==> src/rtl/uart_pkg.sv <==
// Shared UART definitions: byte width, default feeder FIFO geometry and the
// feeder FSM state encoding, also used by the UART transmitter.
// Latency: n/a (constants and types only). Backpressure: n/a.
package uart_pkg;

    localparam int UART_DATA_BW = 8;   // width of one transmitted byte
    localparam int UART_DEPTH   = 16;  // default feeder FIFO entries
    localparam int UART_ADDR_BW = 4;   // log2(UART_DEPTH)

    // Fixed encodings kept as plain constants so older code that compares
    // against raw state values keeps working.
    localparam logic [2:0] ST_IDLE      = 3'd0;
    localparam logic [2:0] ST_SEND      = 3'd1;
    localparam logic [2:0] ST_WAIT_BUSY = 3'd2;
    localparam logic [2:0] ST_WAIT_DONE = 3'd3;
    localparam logic [2:0] ST_CHK       = 3'd4;

    typedef enum logic [2:0] {
        S_IDLE      = ST_IDLE,
        S_SEND      = ST_SEND,
        S_WAIT_BUSY = ST_WAIT_BUSY,
        S_WAIT_DONE = ST_WAIT_DONE,
        S_CHK       = ST_CHK
    } uart_state_e;

endpackage

==> src/rtl/sync_fifo.sv <==
// Generic single-clock FIFO with show-ahead head output and fill counter.
// Latency: a push is visible at o_data/o_count from the next clk edge.
// Backpressure: pushes while full and pops while empty are ignored.
// Ports: i_push/i_data write the tail, i_pop drops the head, o_data is the
//        current head, o_count the fill level 0..DEPTH, o_full/o_empty flags.
module sync_fifo #(
    parameter int WIDTH   = 9,
    parameter int DEPTH   = 16,
    parameter int ADDR_BW = 4
) (
    input  logic               clk,
    input  logic               rst,
    input  logic               i_push,
    input  logic [WIDTH-1:0]   i_data,
    input  logic               i_pop,
    output logic [WIDTH-1:0]   o_data,
    output logic [ADDR_BW:0]   o_count,
    output logic               o_full,
    output logic               o_empty
);

    logic [WIDTH-1:0]   r_mem [DEPTH];
    logic [ADDR_BW-1:0] r_wptr;
    logic [ADDR_BW-1:0] r_rptr;
    logic [ADDR_BW:0]   r_count;
    logic               w_push;
    logic               w_pop;

    assign o_full  = (r_count == (ADDR_BW+1)'(DEPTH));
    assign o_empty = (r_count == '0);
    assign w_push  = i_push & ~o_full;
    assign w_pop   = i_pop & ~o_empty;
    assign o_data  = r_mem[r_rptr];
    assign o_count = r_count;

    // Storage needs no reset: entries are only read after being written.
    always_ff @(posedge clk) begin
        if (w_push) begin
            r_mem[r_wptr] <= i_data;
        end
    end

    // Pointers wrap naturally because DEPTH is a power of two.
    always_ff @(posedge clk or posedge rst) begin
        if (rst) begin
            r_wptr  <= '0;
            r_rptr  <= '0;
            r_count <= '0;
        end else begin
            if (w_push) begin
                r_wptr <= r_wptr + ADDR_BW'(1);
            end
            if (w_pop) begin
                r_rptr <= r_rptr + ADDR_BW'(1);
            end
            case ({w_push, w_pop})
                2'b10:   r_count <= r_count + (ADDR_BW+1)'(1);
                2'b01:   r_count <= r_count - (ADDR_BW+1)'(1);
                default: r_count <= r_count;
            endcase
        end
    end

endmodule

==> src/rtl/uart_tx_feeder.sv <==
// Buffers producer bytes and hands them one at a time to a UART transmitter.
// Latency: push into an empty FIFO -> tx_transmit high at the 2nd clk edge after.
// Backpressure: in_ready drops when the FIFO holds DEPTH bytes; tx_busy stalls pops.
// Ports: in_data/in_valid/in_last/in_ready producer side; tx_data/tx_transmit/
//        tx_busy transmitter side; fifo_count current fill level.
// Build option: define UART_TX_FEEDER_CHECKSUM_EN to append an XOR checksum
//        byte after every byte flagged in_last.
module uart_tx_feeder import uart_pkg::*; #(
    parameter int DATA_BW = UART_DATA_BW,
    parameter int DEPTH   = UART_DEPTH,
    parameter int ADDR_BW = UART_ADDR_BW
) (
    input  logic               clk,
    input  logic               rst,
    input  logic [DATA_BW-1:0] in_data,
    input  logic               in_valid,
    input  logic               in_last,
    output logic               in_ready,
    output logic [DATA_BW-1:0] tx_data,
    output logic               tx_transmit,
    input  logic               tx_busy,
    output logic [ADDR_BW:0]   fifo_count
);

    uart_state_e        r_state;
    logic [DATA_BW-1:0] r_tx_data;
    logic [DATA_BW:0]   w_head;
    logic               w_full;
    logic               w_empty;
    logic               w_push;
    logic               w_pop;
    logic               w_chk_go;

    assign w_push      = in_valid & ~w_full;
    // Only take a new byte when idle and the transmitter has finished.
    assign w_pop       = (r_state == S_IDLE) & ~w_empty & ~tx_busy;
    assign in_ready    = ~w_full;
    assign tx_data     = r_tx_data;
    assign tx_transmit = (r_state == S_SEND);

    // Each entry carries {last, data}.
    sync_fifo #(
        .WIDTH   (DATA_BW + 1),
        .DEPTH   (DEPTH),
        .ADDR_BW (ADDR_BW)
    ) u_fifo (
        .clk     (clk),
        .rst     (rst),
        .i_push  (w_push),
        .i_data  ({in_last, in_data}),
        .i_pop   (w_pop),
        .o_data  (w_head),
        .o_count (fifo_count),
        .o_full  (w_full),
        .o_empty (w_empty)
    );

`ifdef UART_TX_FEEDER_CHECKSUM_EN
    logic [DATA_BW-1:0] r_csum;
    logic               r_csum_pend;

    // Checksum covers popped FIFO bytes only, never the checksum byte itself.
    always_ff @(posedge clk or posedge rst) begin
        if (rst) begin
            r_csum      <= '0;
            r_csum_pend <= 1'b0;
        end else if (r_state == S_CHK) begin
            r_csum      <= '0;
            r_csum_pend <= 1'b0;
        end else if (w_pop) begin
            r_csum <= r_csum ^ w_head[DATA_BW-1:0];
            if (w_head[DATA_BW]) begin
                r_csum_pend <= 1'b1;
            end
        end
    end

    assign w_chk_go = r_csum_pend;
`else
    logic w_unused_last;

    assign w_unused_last = w_head[DATA_BW];
    assign w_chk_go      = 1'b0;
`endif

    always_ff @(posedge clk or posedge rst) begin
        if (rst) begin
            r_state   <= S_IDLE;
            r_tx_data <= '0;
        end else begin
            case (r_state)
                S_IDLE: begin
                    if (w_pop) begin
                        r_tx_data <= w_head[DATA_BW-1:0];
                        r_state   <= S_SEND;
                    end
                end
                S_SEND: begin
                    r_state <= S_WAIT_BUSY;
                end
                // Wait for the transmitter to acknowledge before watching
                // for completion, so one request never fires twice.
                S_WAIT_BUSY: begin
                    if (tx_busy) begin
                        r_state <= S_WAIT_DONE;
                    end
                end
                S_WAIT_DONE: begin
                    if (!tx_busy) begin
                        r_state <= w_chk_go ? S_CHK : S_IDLE;
                    end
                end
`ifdef UART_TX_FEEDER_CHECKSUM_EN
                S_CHK: begin
                    r_tx_data <= r_csum;
                    r_state   <= S_SEND;
                end
`endif
                default: begin
                    r_state <= S_IDLE;
                end
            endcase
        end
    end

endmodule

==> config.mk <==
export PLATFORM = sky130hd
export DESIGN_NAME = uart_tx_feeder
export DESIGN_NICKNAME = d
export VERILOG_FILES = /design/src/rtl/uart_pkg.sv /design/src/rtl/sync_fifo.sv /design/src/rtl/uart_tx_feeder.sv
export SDC_FILE = /design/constraint.sdc
export NUM_CORES = 1
export LEC_CHECK = 0
export ABC_AREA = 1
export ABC_CLOCK_PERIOD_IN_PS = 2700
export CAP_MARGIN = 20
export CORE_UTILIZATION = 60
export CTS_CLUSTER_DIAMETER = 60
export DETAILED_ROUTE_END_ITERATION = 10
export HOLD_SLACK_MARGIN = 0.03
export PLACE_DENSITY = 0.79
export SYNTH_ARGS = -nofsm -noshare
export SYNTH_HDL_FRONTEND = slang
export SYNTH_SLANG_ARGS = --single-unit
==> constraint.sdc <==
create_clock -name clk -period 2.7 [get_ports clk]
set_clock_uncertainty 0.15 [all_clocks]
set_input_delay 0.27 -clock clk [delete_from_list [all_inputs] [get_ports clk]]
set_output_delay 0.27 -clock clk [all_outputs]
set_load 0.05 [all_outputs]
## Yosys cells after proc, flatten, opt, wreduce, memory -nomap -nowiden

Memory sizes are Yosys's and may differ from the RTL's. A register that Yosys moved wholly into a read port is not among the register bits.
Cells that the tools add are included.

| storage, ports and cells | value |
|---|---|
| bits in registers | 16 |
| memory bits (writable) | 144 |
| input port bits | 13 |
| output and inout port bits | 15 |
| word-level logic and storage cells | 38 |
| memories | 1 |

| operators by class | value |
|---|---|
| $add $sub $neg | 4 |
| equality and inequality tests | 9 |
| muxes and demuxes | 7 |
| bitwise gates (word level) | 8 |
| reductions and logical operators | 5 |

Memories:

| name | depth | bits a word | rd ports | clocked after Yosys merged registers in | wr ports | line | source |
|---|---|---|---|---|---|---|---|
| u_fifo.r_mem | 16 | 9 | 1 | 1 | 1 | sync_fifo.sv:22 | `logic [WIDTH-1:0] r_mem [DEPTH];` |

Operators with widths:

| cell | number |
|---|---|
| case mux 3 bit (4 select lines) | 1 |
| case mux 5 bit (2 select lines) | 1 |
| 2-to-1 mux 3 bit | 3 |
| adder 4 x 1 -> 4 bit (second input constant) | 2 |
| == test 3 x 2 -> 1 bit (second input constant) | 2 |
| adder 5 x 1 -> 5 bit (second input constant) | 1 |
| bitwise AND 1 bit | 5 |
| == test 5 bit (second input constant) | 1 |
| logical NOT 5 bit | 1 |
| subtractor 5 x 1 -> 5 bit (second input constant) | 1 |
| != test 2 bit (second input constant) | 2 |
| == test 3 x 1 -> 1 bit (second input constant) | 1 |
| logical NOT 3 bit | 1 |
| NOT 1 bit | 3 |
| AND reduction 3 bit | 1 |
| == test 2 x 1 -> 1 bit (second input constant) | 1 |
| == test 2 bit (second input constant) | 1 |
| 2-to-1 mux 1 bit | 2 |
| != test 2 x 1 -> 1 bit (second input constant) | 1 |
| AND reduction 2 bit | 1 |
| nonzero test 2 bit | 1 |

## Logic depth before layout (Yosys ltp)

| logic depth | value |
|---|---|
| depth after elaboration | 7 |
| gate-level depth with buffers | 17 |
| mapped depth without buffers | 15 |

## Hierarchy

Synthesis repeated with hierarchy kept, for this count alone.

| second synthesis, totals | value |
|---|---|
| cell total of the unflattened synthesis | 748 |
| area total of the unflattened synthesis | 7,439.6 sq um |

By module, submodules not included:

| module | instances | cells an instance | area each (sq um) | sequential area each (sq um) |
|---|---|---|---|---|
| sync_fifo | 1 | 684 | 6,927.9 | 4,649.5 |
| uart_tx_feeder | 1 | 64 | 511.7 | 250.2 |

## Least setup slack after synthesis

No wires, ideal clock.

| timing | value |
|---|---|
| path type | reg-to-reg |
| start point | reg u_fifo.r_count[1], in the netlist u_fifo.o_count[1] |
| end point | reg u_fifo.r_count[4], in the netlist u_fifo.o_count[4] |
| library setup time | 0.118 ns |
| arrival time | 2.826 ns |
| required time | 2.432 ns |
| path slack | -0.394 ns |
| cell stages (with the launch flop) | 15 |
| buffers on the path | 1 |
| period minus slack after synthesis | 3.094 ns |
| cell sequence | dfrtp_1 > nor2_1 > nand4_1 > nand2_1 > ha_1 > clkbuf_2 > xor2_1 > ha_1 > a21oi_1 > nor2_1 > nand2_1 > nand3_1 > nand2_1 > nand2_1 > nand2_1 |

| between the ends | value |
|---|---|
| elaborated cells between the ends (all ways) | 15 |
| those cells by class | add/sub (2); eq/ne (3); mux (1); bitwise (7); reduce/logical (2) |

RTL lines:

| element | line | source |
|---|---|---|
| start, declared | sync_fifo.sv:25 | `logic [ADDR_BW:0] r_count;` |
| start signal, assigned | sync_fifo.sv:57 | `2'b10: r_count <= r_count + (ADDR_BW+1)'(1);` |
| start signal, assigned | sync_fifo.sv:58 | `2'b01: r_count <= r_count - (ADDR_BW+1)'(1);` |
| start signal, assigned | sync_fifo.sv:59 | `default: r_count <= r_count;` |
| == test 5 bit (*) | sync_fifo.sv:29 | `assign o_full = (r_count == (ADDR_BW+1)'(DEPTH));` |
| NOT 1 bit (*) | -- |  |
| named net in_ready | uart_tx_feeder.sv:18 | `output logic in_ready,` |
| bitwise AND 1 bit | uart_tx_feeder.sv:34 | `assign w_push = in_valid & ~w_full;` |
| bitwise AND 1 bit (*) | sync_fifo.sv:31 | `assign w_push = i_push & ~o_full;` |
| == test 2 x 1 -> 1 bit / == test 2 bit (equally long branches) | sync_fifo.sv:56 | `case ({w_push, w_pop})` |
| case mux 5 bit (2 select lines) / nonzero test 2 bit (equally long branches) | -- |  |

Mark *: on every way through the listed nets, which the timed path passes. The rest lies on a longest branch.
A chain may end at the register's enable or synchronous reset.

## Worst setup path after layout

| timing | value |
|---|---|
| start point | reg u_fifo.r_count[1], in the netlist u_fifo.o_count[1] |
| end point | out in_ready |

| between the ends | value |
|---|---|
| word-level cells in the longest chain between the ends | 2 |

Ends and longest elaborated chain:

| element | line | source |
|---|---|---|
| == test 5 bit | sync_fifo.sv:29 |  |
| NOT 1 bit | uart_tx_feeder.sv:37 | `assign in_ready = ~w_full;` |
| end, declared | uart_tx_feeder.sv:18 |  |

Every way passes these cells.

==> reports/results.ini <==
[hold_path]
min_path_type=in2async

[floorplanning]
start_util_pct=62.22
core_area_um2=10940
fp-row-count=38
fp.dieH_um=108.5
dieWidth_um=108.5
die_area_um2=11770
boundaryPins=28

[timing]
finalCritPeriodShare_pct=86.25
worst_slew_pin_slew_ns=0.8838
rsz0062_at_grt=no
whs_ns=0.1874
max_freq_mhz=429.4
slew_violations=0
finalSetupViolations=0
finalHoldViolations=0
period_needed_ns=2.329
slew_headroom_pct=41.01

[drt]
drt_iter0_drc=567
first_pass_iters=6
ant_nets=0
viasPerCell=5.513
drc=0
wl_per_cell_um=17.05
vias=4851
finalWirelength_um=15010

[cells_and_area]
antennaDiodeCount=0
final_cells=880
area_growth_pct=17.41
final_common_cell=nand2_1
nets=752
layout-drive-gt1-share_pct=9.054
final_core_util_pct=73.05
mostFrequentLayoutCells=nand2_1 (226), edfxtp_1 (128), inv_1 (117)

[global_route]
grt_pass1_wl_um=23730
globalRouteOverflowTotal=0
track_usage_pct=27.70
grt_max_degree=67
antenna_found_initial=0
grt_pass1_vias=4783

[clock_tree]
ctsHtreeMaxLevel=4
path_clk_slew_ns=0.06
cts_root_buf=clkbuf_16
numClockSinks=151
post_cts_buffers=0
cts_buffers=17
ctsResizeCount=0
cts_max_path_buffers=2
clk_latency_ns=0.42
cts_tree=yes
cts_hold_buf=0

[setup_path]
required_ns=2.28
reg2reg_slack_ns=0.42
arrival_ns=1.91
crit_path_end_kind=output port
crit_end=in_ready
r2r-end=u_fifo.o_count[4]$_DFFE_PP0P_
crit_start=u_fifo.o_count[1]$_DFFE_PP0P_
rr_startpoint=u_fifo.o_count[1]$_DFFE_PP0P_
path_class=reg2out
worst-path-max-fanout=5
start_kind=flop
reg2reg_depth=13

[yosys]
synth_seq_cells=151
synth_compound_area_share_pct=0.6620
yosysUniqueCellTypes=20
synth_simple_gate_area_share_pct=21.79
synthMuxAreaShare_pct=0
yosysWarnings=0
synth_fa_ha_area_share_pct=2.207
synth_xor_area_share_pct=1.287
syn_inst=688
synthesis.area_um2=6804
syn_area_per_cell_um2=9.890
ys_seq_area_share_pct=64.95
synth_top_family_by_area=simple AND/OR/NAND/NOR gates
synth_nets=713

[place]
dpl.hpwl_um=9181
numPortBuffers=26
routabilityCongestion=0.8437
place_inst=848

[power]
peakVddDrop_uv=775.7
p_per_area_nw_per_um2=1152
p_total_mw=9.201
power_frac_comb_pct=35.6
total_leakage_power_nw=3.577
p_seq_share_pct=34.2
clkPwrFrac_pct=30.2
p_sw_share_pct=37.38
internal_power_mw=5.762
netSwitchingPower_mw=3.439

[outcome]
status=complete, no violations

[job]
maxCapViolCount=0

==> flip-flops by register name (all words and copies together), names as in the netlist <==
signal / count
u_fifo.r_rptr: 4
r_state: 2
u_fifo.o_count: 5
u_fifo.r_wptr: 4
tx_data: 8
u_fifo.r_mem: 128
==> synthesized netlist by cell type <==
cell	number	share of area, %
edfxtp_1	128	56
clkbuf_1	1	0.055
inv_2	2	0.11
buf_2	17	1.3
nand4_1	2	0.18
nand3_1	104	7.6
o21ai_0	8	0.59
xor2_1	8	1.0
clkbuf_2	1	0.073
a21oi_1	1	0.073
nor2_1	22	1.2
ha_1	12	2.2
buf_6	1	0.17
nand2_1	227	13
nand3b_1	2	0.22
xnor2_1	2	0.26
buf_4	8	0.88
clkinv_1	2	0.11
inv_1	117	6.5
dfrtp_1	23	8.5
==> how the worst min path moves through the flow <==
stage,to,cells after the start
after global placement,tx_data[6]$_DFFE_PP0P_,2
after detailed placement,tx_data[2]$_DFFE_PP0P_,2
after CTS,r_state[1]$_DFFE_PP0P_,2
final,r_state[0]$_DFFE_PP0P_,2
after global routing,r_state[0]$_DFFE_PP0P_,2
after floorplan,r_state[0]$_DFFE_PP0P_,1
==> final cells by class <==
type | instances | area, um2
Timing Repair Buffer | 48 | 437.9
Clock inverter | 15 | 272.8
Multi-Input combinational cell | 388 | 1797
Clock buffer | 17 | 425.4
Tap cell | 140 | 175.2
Sequential cell | 151 | 4427
Fill cell | 736 | 2947
Inverter | 121 | 454.2
==> metrics by stage <==
stage          area (um2)  setup TNS (ns)  worst slack (ns)
5_1_grt              7989               0            0.3004
6_report             7989               0            0.3712
3_3_place_gp         7291               0            0.4462
2_1_floorplan        6850         -0.2409           -0.1740
3_5_place_dp         7291               0            0.3862
4_1_cts              7989               0            0.3688
==> kinds of logic (layout without fill, tap and decap cells) <==
group / Yosys count / count (layout)
xor+xnor: 10 / 10
buf+inv: 149 / 201
compound gates: 9 / 9
flops: 151 / 151
fa+ha+maj: 12 / 12
simple gates: 357 / 357
==> critical path, cell delays in order, from the launching register on <==
cell and delay (ns):
dfrtp_2 0.46, nor2_2 0.14, nand4_1 0.15, clkdlybuf4s50_1 0.74
==> power groups by stage <==
stage	clock [mW]	sequential, mW	combinational (mW)
finish	2.78	3.15	3.27
global route	2.89	3.18	3.59
CTS	2.80	3.14	3.24
detailed placement	0	3.19	3.18
global placement	0	3.16	3.07
floorplan	0	3.44	2.04
==> layer usage <==
metal  vias to the layer above  track usage, %  part of all wire (%)
li1                       2274               -                     -
met1                      2306           36.06                    41
met2                       244           45.07                    50
met3                        27           6.570                   7.9
met4                         0           10.91                   1.8
met5                         -               0                     0
No activity file was read; power rests on OpenSTA's default activity.
